`src/rtl/logic_serial_16bit_chip.sv`:
```
// Nibble-serial 16-bit logic unit: OR/AND/XOR/NOT computed four bits per cycle.
// A start in IDLE latches the operands; the result appears on out with a done pulse four edges later.
module logic_serial_16bit_chip (
  input  logic        clk,
  input  logic        reset,
  input  logic        start,
  input  logic [1:0]  op,
  input  logic [15:0] a,
  input  logic [15:0] b,
  output logic [15:0] out,
  output logic        busy,
  output logic        done,
  output logic        zero
);

  typedef enum logic {IDLE, BUSY} state_t;

  state_t      state;
  state_t      next_state;
  logic [1:0]  cnt;
  logic [1:0]  op_q;
  logic [15:0] a_q;
  logic [15:0] b_q;
  logic [15:0] result;
  logic [3:0]  nib_a;
  logic [3:0]  nib_b;
  logic [3:0]  nib;

  always_ff @(posedge clk) begin
    if (reset) state <= IDLE;
    else       state <= next_state;
  end

  always_comb begin
    next_state = state;
    case (state)
      IDLE: if (start)      next_state = BUSY;
      BUSY: if (cnt == 2'd3) next_state = IDLE;
    endcase
  end

  always_comb begin
    busy = (state == BUSY);
  end

  // Nibble slice selected by the counter, LSB nibble first.
  always_comb begin
    nib_a = a_q[{cnt, 2'b00} +: 4];
    nib_b = b_q[{cnt, 2'b00} +: 4];
    nib   = 4'h0;
    case (op_q)
      2'b00: nib = nib_a | nib_b;
      2'b01: nib = nib_a & nib_b;
      2'b10: nib = nib_a ^ nib_b;
      2'b11: nib = ~nib_a;
    endcase
  end

  // out is written only on the last nibble, so partial results never leak.
  always_ff @(posedge clk) begin
    if (reset) begin
      cnt    <= 2'd0;
      op_q   <= 2'b00;
      a_q    <= 16'h0000;
      b_q    <= 16'h0000;
      result <= 16'h0000;
      out    <= 16'h0000;
      done   <= 1'b0;
    end else begin
      done <= 1'b0;
      case (state)
        IDLE: begin
          if (start) begin
            a_q  <= a;
            b_q  <= b;
            op_q <= op;
            cnt  <= 2'd0;
          end
        end
        BUSY: begin
          result[{cnt, 2'b00} +: 4] <= nib;
          cnt <= cnt + 2'd1;
          if (cnt == 2'd3) begin
            out  <= {nib, result[11:0]};
            done <= 1'b1;
          end
        end
      endcase
    end
  end

  assign zero = (out == 16'h0000);

endmodule

```
`config.mk`:
```
export PLATFORM = sky130hd
export DESIGN_NAME = logic_serial_16bit_chip
export DESIGN_NICKNAME = d
export VERILOG_FILES = /design/src/rtl/logic_serial_16bit_chip.sv
export SDC_FILE = /design/constraint.sdc
export NUM_CORES = 1
export LEC_CHECK = 0
export ABC_CLOCK_PERIOD_IN_PS = 2100
export CORE_MARGIN = 2
export CORE_UTILIZATION = 41
export CTS_BUF_LIST = sky130_fd_sc_hd__clkbuf_4 sky130_fd_sc_hd__clkbuf_8
export CTS_CLUSTER_DIAMETER = 200
export DETAILED_ROUTE_END_ITERATION = 12
export GPL_TIMING_DRIVEN = 0
export PLACE_DENSITY_LB_ADDON = 0.3
export SYNTH_ARGS = -nofsm -noshare
export SYNTH_HDL_FRONTEND = slang
export SYNTH_SLANG_ARGS = --single-unit
```
`constraint.sdc`:
```
create_clock -name clk -period 2.1 [get_ports clk]
set_input_delay 0.21 -clock clk [delete_from_list [all_inputs] [get_ports clk]]
set_output_delay 0.21 -clock clk [all_outputs]
set_load 0.01 [all_outputs]
```
# Yosys cells after proc, flatten, opt, wreduce, memory -nomap -nowiden
# Index checks and enable logic that the tools add are counted.
# Widths: inputs -> output; s select.
# op_classes
shift	4
mul	0
bitwise	5
n_div	0
n_addsub	2
reduce_logical	5
mux	8
magnitude_cmp	0
eq_ne	5
# op_table
operator	n
$shiftx 16x5->4	2
$bwmux 16	1
$logic_not 16->1	1
$pmux 4 s4	1
$shift 4x6->16 const A	1
$shiftx 4x6->16	1
$eq 2x2->1 const B	3
$neg 4->6	1
$and 4x4->4	1
$not 4->4	1
$or 4x4->4	1
$pmux 2 s2	1
$reduce_and 2->1	2
$xor 4x4->4	1
$mux 1	3
$add 2x1->2 const B	1
$eq 2x1->1 const B	1
$logic_not 2->1	1
$mux 2	1
$ne 2x2->1 const B	1
$pmux 1 s2	1
$reduce_or 2->1	1
$not 1->1	1
# word_totals
mem_bits_ro	0
elab_cells	37
input_bits	37
out_inout_bits	19
memories	0
ff_bits	70
mem_bits_rw	0
latch_bits	0

# Depth between registers and ports, before layout
# logic_depth
depth_word	5
depth_mapped	9
mapped_depth_nobuf	7

# Least setup slack after synthesis
# Ideal clock, no wire load.
# synth_timing
path_type	reg-to-reg
startpoint	register cnt[0]
endpoint	register result[1]
required_time_ns	1.965
setup_ns	0.135
stages_incl_launch_ff	10
t_arrival_ns	1.920
setup_slack_ns	0.045
period_less_slack_ns	2.055
n_path_buf	2
path_cell_list	dfxtp_1 -> buf_6 -> buf_12 -> mux2i_4 -> nand2_1 -> and2_1 -> ha_1 -> and2_1 -> o32ai_1 -> o31ai_1
# synth_between
elab_chain_len	5
elab_cells_between_ends	11
classes_between	1 x add/sub; 4 x shift; 2 x mux; 4 x bitwise
# synth_lines
item	line	text
start: declaration	20	logic [1:0] cnt;
start signal: assignment	82	cnt <= cnt + 2'd1;
$shiftx 16x5->4, on equally long branches	48, 49	
$xor 4x4->4 (tied with other cells)	54	2'b10: nib = nib_a ^ nib_b;
$pmux 4 s4	51	case (op_q)
$shiftx 4x6->16	81	result[{cnt, 2'b00} +: 4] <= nib;
$bwmux 16 (*)	81	
end signal: indexed assignment	81	
end: declaration	24	logic [15:0] result;
# Mark *: on every way between the ends. The rest lies on a longest branch, timed or not.
# A chain may end at the register's enable or synchronous reset.

# Final worst setup path
# layout_timing
startpoint	register cnt[1]
endpoint	register result[6]
# Same word-level chain as after synthesis.

==> flow_summary_export.csv <==
group,metric,value,unit
finish,nets,451,
drt,drc_errors,0,
timing,timing.hold.ws,0.266,ns
drt,wirelength,7.11,mm
drt,detail_route.wl_per_cell,14.0,um
outcome,status,"finished, final reports clean",
synth,synth-simple-area-share,19.7,%
synth,syn_area_per_cell,9.09,sq um
cts,ctsHoldBuffers,0,
die,die_w,89.3,um
placed_design,place_hpwl,5.21,mm
drt,ant_nets,0,
grt,antenna_found_initial,0,
synth,synth-main-ff-cell,"dfxtp_1",
cts,clk_latency,0.35,ns
placed_design,io_buffers,54,
die,die_y,89.3,um
cts,numCtsBuffers,9,
drt,firstDrtPassIters,4,
cts,clockBufferDepth,2,
timing,fmax,0.494,GHz
run,drv_cap,0,
finish,postLayoutCoreUtil,56.0,%
synth,synth_top_family_by_area,"simple AND/OR/NAND/NOR gates",
die,start_util,41.8,%
timing,finalCriticalPeriod,2.03,ns
cts,cts_tree,"yes",
synth,ys_types,36,
die,core-area,0.00714,sq mm
synth,ys_seq_elements,66,
critical_path,slowest_stage,"mux4_2",
synth,synth_edf_count,0,
synth,synth_xor_area_share,0,%
synth,netlist_area,0.00298,sq mm
die,die_area,0.00797,sq mm
drt,first_iter_violations,71,
finish,seq_area,0.00132,sq mm
cts,clkTransAtPathRegs,0.07,ns
critical_path,critPathRequiredTime,2.33,ns
timing,tightest_slew,0.514,ns
grt,grt.total_usage,19.0,%
timing,rsz0062_at_grt,"true",
cts,htreeDepth,3,
grt,grt_pass1_wl,11.2,mm
synth,synth_compound_area_share,17.6,%
finish,drive_above_1_share,16.7,%
synth,synth.mux.area_fraction,8.10,%
grt,grt_max_degree,13,
drt,vias,2502,
synth,syn_nets,377,
drt,via_per_inst,4.94,
placed_design,gp_congestion,0.896,
timing,hold_viol,0,
grt,grt_overflow_total,0,
timing,final.period_utilization,96.5,%
timing,setup_viol,0,
power,p_leak,0.00150,uW
power,cellPowerDensity,699,mW/mm^2
power,ir_drop,0.500,mV
cts,root_buffer,"clkbuf_8",
critical_path,cp.arrival,2.26,ns
finish,area_growth,33.9,%
timing,slew_violations,0,
finish,multi_input_area,0.00156,sq mm
die,std_cell_rows,31,
critical_path,cp-end-kind,"register",
critical_path,cp_max_fo,10,
critical_path,cp-start-kind,"register",
synth,synth_adder_area_share,5.04,%
worst_hold_path,hold_path_class,"in -> reg",
critical_path,crit_path_max_incr_delay,0.55,ns
finish,n_antenna_cell,0,
cts,cts_sinks,66,
critical_path,crit_path_cell_trace,"buf_6, mux4_2, inv_1, ha_1, o21ai_1, o31a_1, o31ai_1",
critical_path,crit_type,"reg -> reg",
timing,relSlewSlack,65.7,%
die,io_pins,56,
synth,synth-async-reset-ratio,0,%
synth,synthCells,328,
synth,synth-seq-area-share,44.3,%
finish,fillCellCount,675,
grt,grt_pass1_vias,2366,
timing,finClkSkew,0.0102,ns
synth,ys_warn_count,0,
==> placed cells by master, fill, tap and decap left out, types with 2 or more instances in the layout <==
cell             synthesis  layout
nand2_1                 97      95
dfxtp_1                 66      64
clkdlybuf4s50_1          0      54
a21oi_1                 38      38
o31ai_1                 16      14
buf_2                   13      12
a22o_1                  12      12
ha_1                    12      12
nor2b_1                 10      10
clkbuf_8                 0       9
buf_4                    1       7
buf_6                    2       5
mux2i_4                  4       5
inv_1                    6       5
and2_1                   5       4
o22ai_2                  4       4
nor2_1                   4       4
mux2i_1                  5       3
nor4_1                   4       3
buf_1                    3       3
o21ai_1                  0       3
o31a_1                   3       3
buf_12                   1       2
nand2_2                  0       2
mux4_2                   1       2
inv_2                    1       2
mux4_1                   3       2
nand2b_1                 2       2
nand3b_1                 2       2
o31ai_2                  0       2
clkinv_2                 0       2
dfxtp_2                  0       2
==> cell usage after synthesis, types with 2 or more instances <==
cell type	count	area share, %
a21oi_1	38	6.4
a22o_1	12	3.5
and2_1	5	1.0
buf_1	3	0.38
buf_2	13	2.2
buf_6	2	0.76
dfxtp_1	66	44
ha_1	12	5.0
inv_1	6	0.76
mux2i_1	5	1.7
mux2i_4	4	3.0
mux4_1	3	2.6
nand2_1	97	12
nand2b_1	2	0.42
nand3b_1	2	0.50
nor2_1	4	0.50
nor2b_1	10	2.1
nor4_1	4	0.84
o21ai_0	3	0.50
o22ai_2	4	1.7
o31a_1	3	0.88
o31ai_1	16	4.0
==> area by class of cell <==
cell class	instances	share of cell area (%)
buffer	21	3.41
clock inverter	6	1.63
sequential	66	33.1
timing repair buffer	63	15.7
tap	99	3.10
clock buffer	10	3.29
multi-input combinational	234	39.0
inverter	7	0.658
==> routing by layer <==
metal  vias to the layer above  global-route usage (%)  part of all wire, %
li1                       1282                       -                    -
met1                      1143                    23.2                   45
met2                        67                    31.4                   49
met3                        10                    5.54                  4.2
met4                         0                    7.60                  1.4
met5                         -                       0                    0
==> repair_timing <==
action | in CTS | in global routing
gates resized for setup | 7 | 15
setup endpoints to repair | 8 | 17
buffers inserted | 6 | 3
pin swaps | 1 | 11
==> flip-flops by register name (all words and copies together), names as in the netlist <==
| signal | flops |
|---|---|
| a_q | 16 |
| b_q | 16 |
| busy | 1 |
| cnt | 2 |
| done | 1 |
| op_q | 2 |
| out | 16 |
| result | 12 |
==> worst paths after layout <==
check	startpoint	endpoint	slack [ns]	cells after the start
max reg2reg	cnt[1]$_SDFFE_PP0P_	result[6]$_SDFFE_PP0P_	0.07	7
max	cnt[1]$_SDFFE_PP0P_	result[6]$_SDFFE_PP0P_	0.07	7
min	reset	result[5]$_SDFFE_PP0P_	0.27	4
min reg2reg	result[0]$_SDFFE_PP0P_	result[0]$_SDFFE_PP0P_	0.45	2
==> stage by stage <==
stage	power (uW)	cells	TNS, ns	setup WS (ns)	area [sq um]
after global routing	2910	506	-0.0198	-0.00836	3990
final	2790	506	0	0.0738	3990
after global placement	1700	481	-1.79	-0.414	3650
after floorplan	1570	328	0	0.0451	2980
after CTS	2800	503	0	0.00549	3920
after detailed placement	1710	481	-2.02	-0.434	3650
==> worst max-delay path, delay by kind of cell (launching register included) <==
| family | cells | cell delay [ns] |
|---|---|---|
| flops | 1 | 0.40 |
| compound gates | 3 | 0.49 |
| fa+ha+maj | 1 | 0.21 |
| mux | 1 | 0.55 |
| buf+inv | 2 | 0.25 |
==> logic make-up (layout without fill, tap and decap cells) <==
logic type	after synthesis	in the layout
AND/OR/NAND/NOR	131	131
buffers and inverters	28	107
AO/OA/AOI/OAI	78	78
multiplexers	13	13
flip-flops	66	66
adder cells (fa/ha/maj)	12	12
==> power breakdown <==
part / switching (uW) / internal, uW / leakage (uW)
clock network: 495 / 563 / 0.000100
logic: 199 / 205 / 0.000860
registers: 33.2 / 1300 / 0.000538
Power figures use the tool's default switching activity.
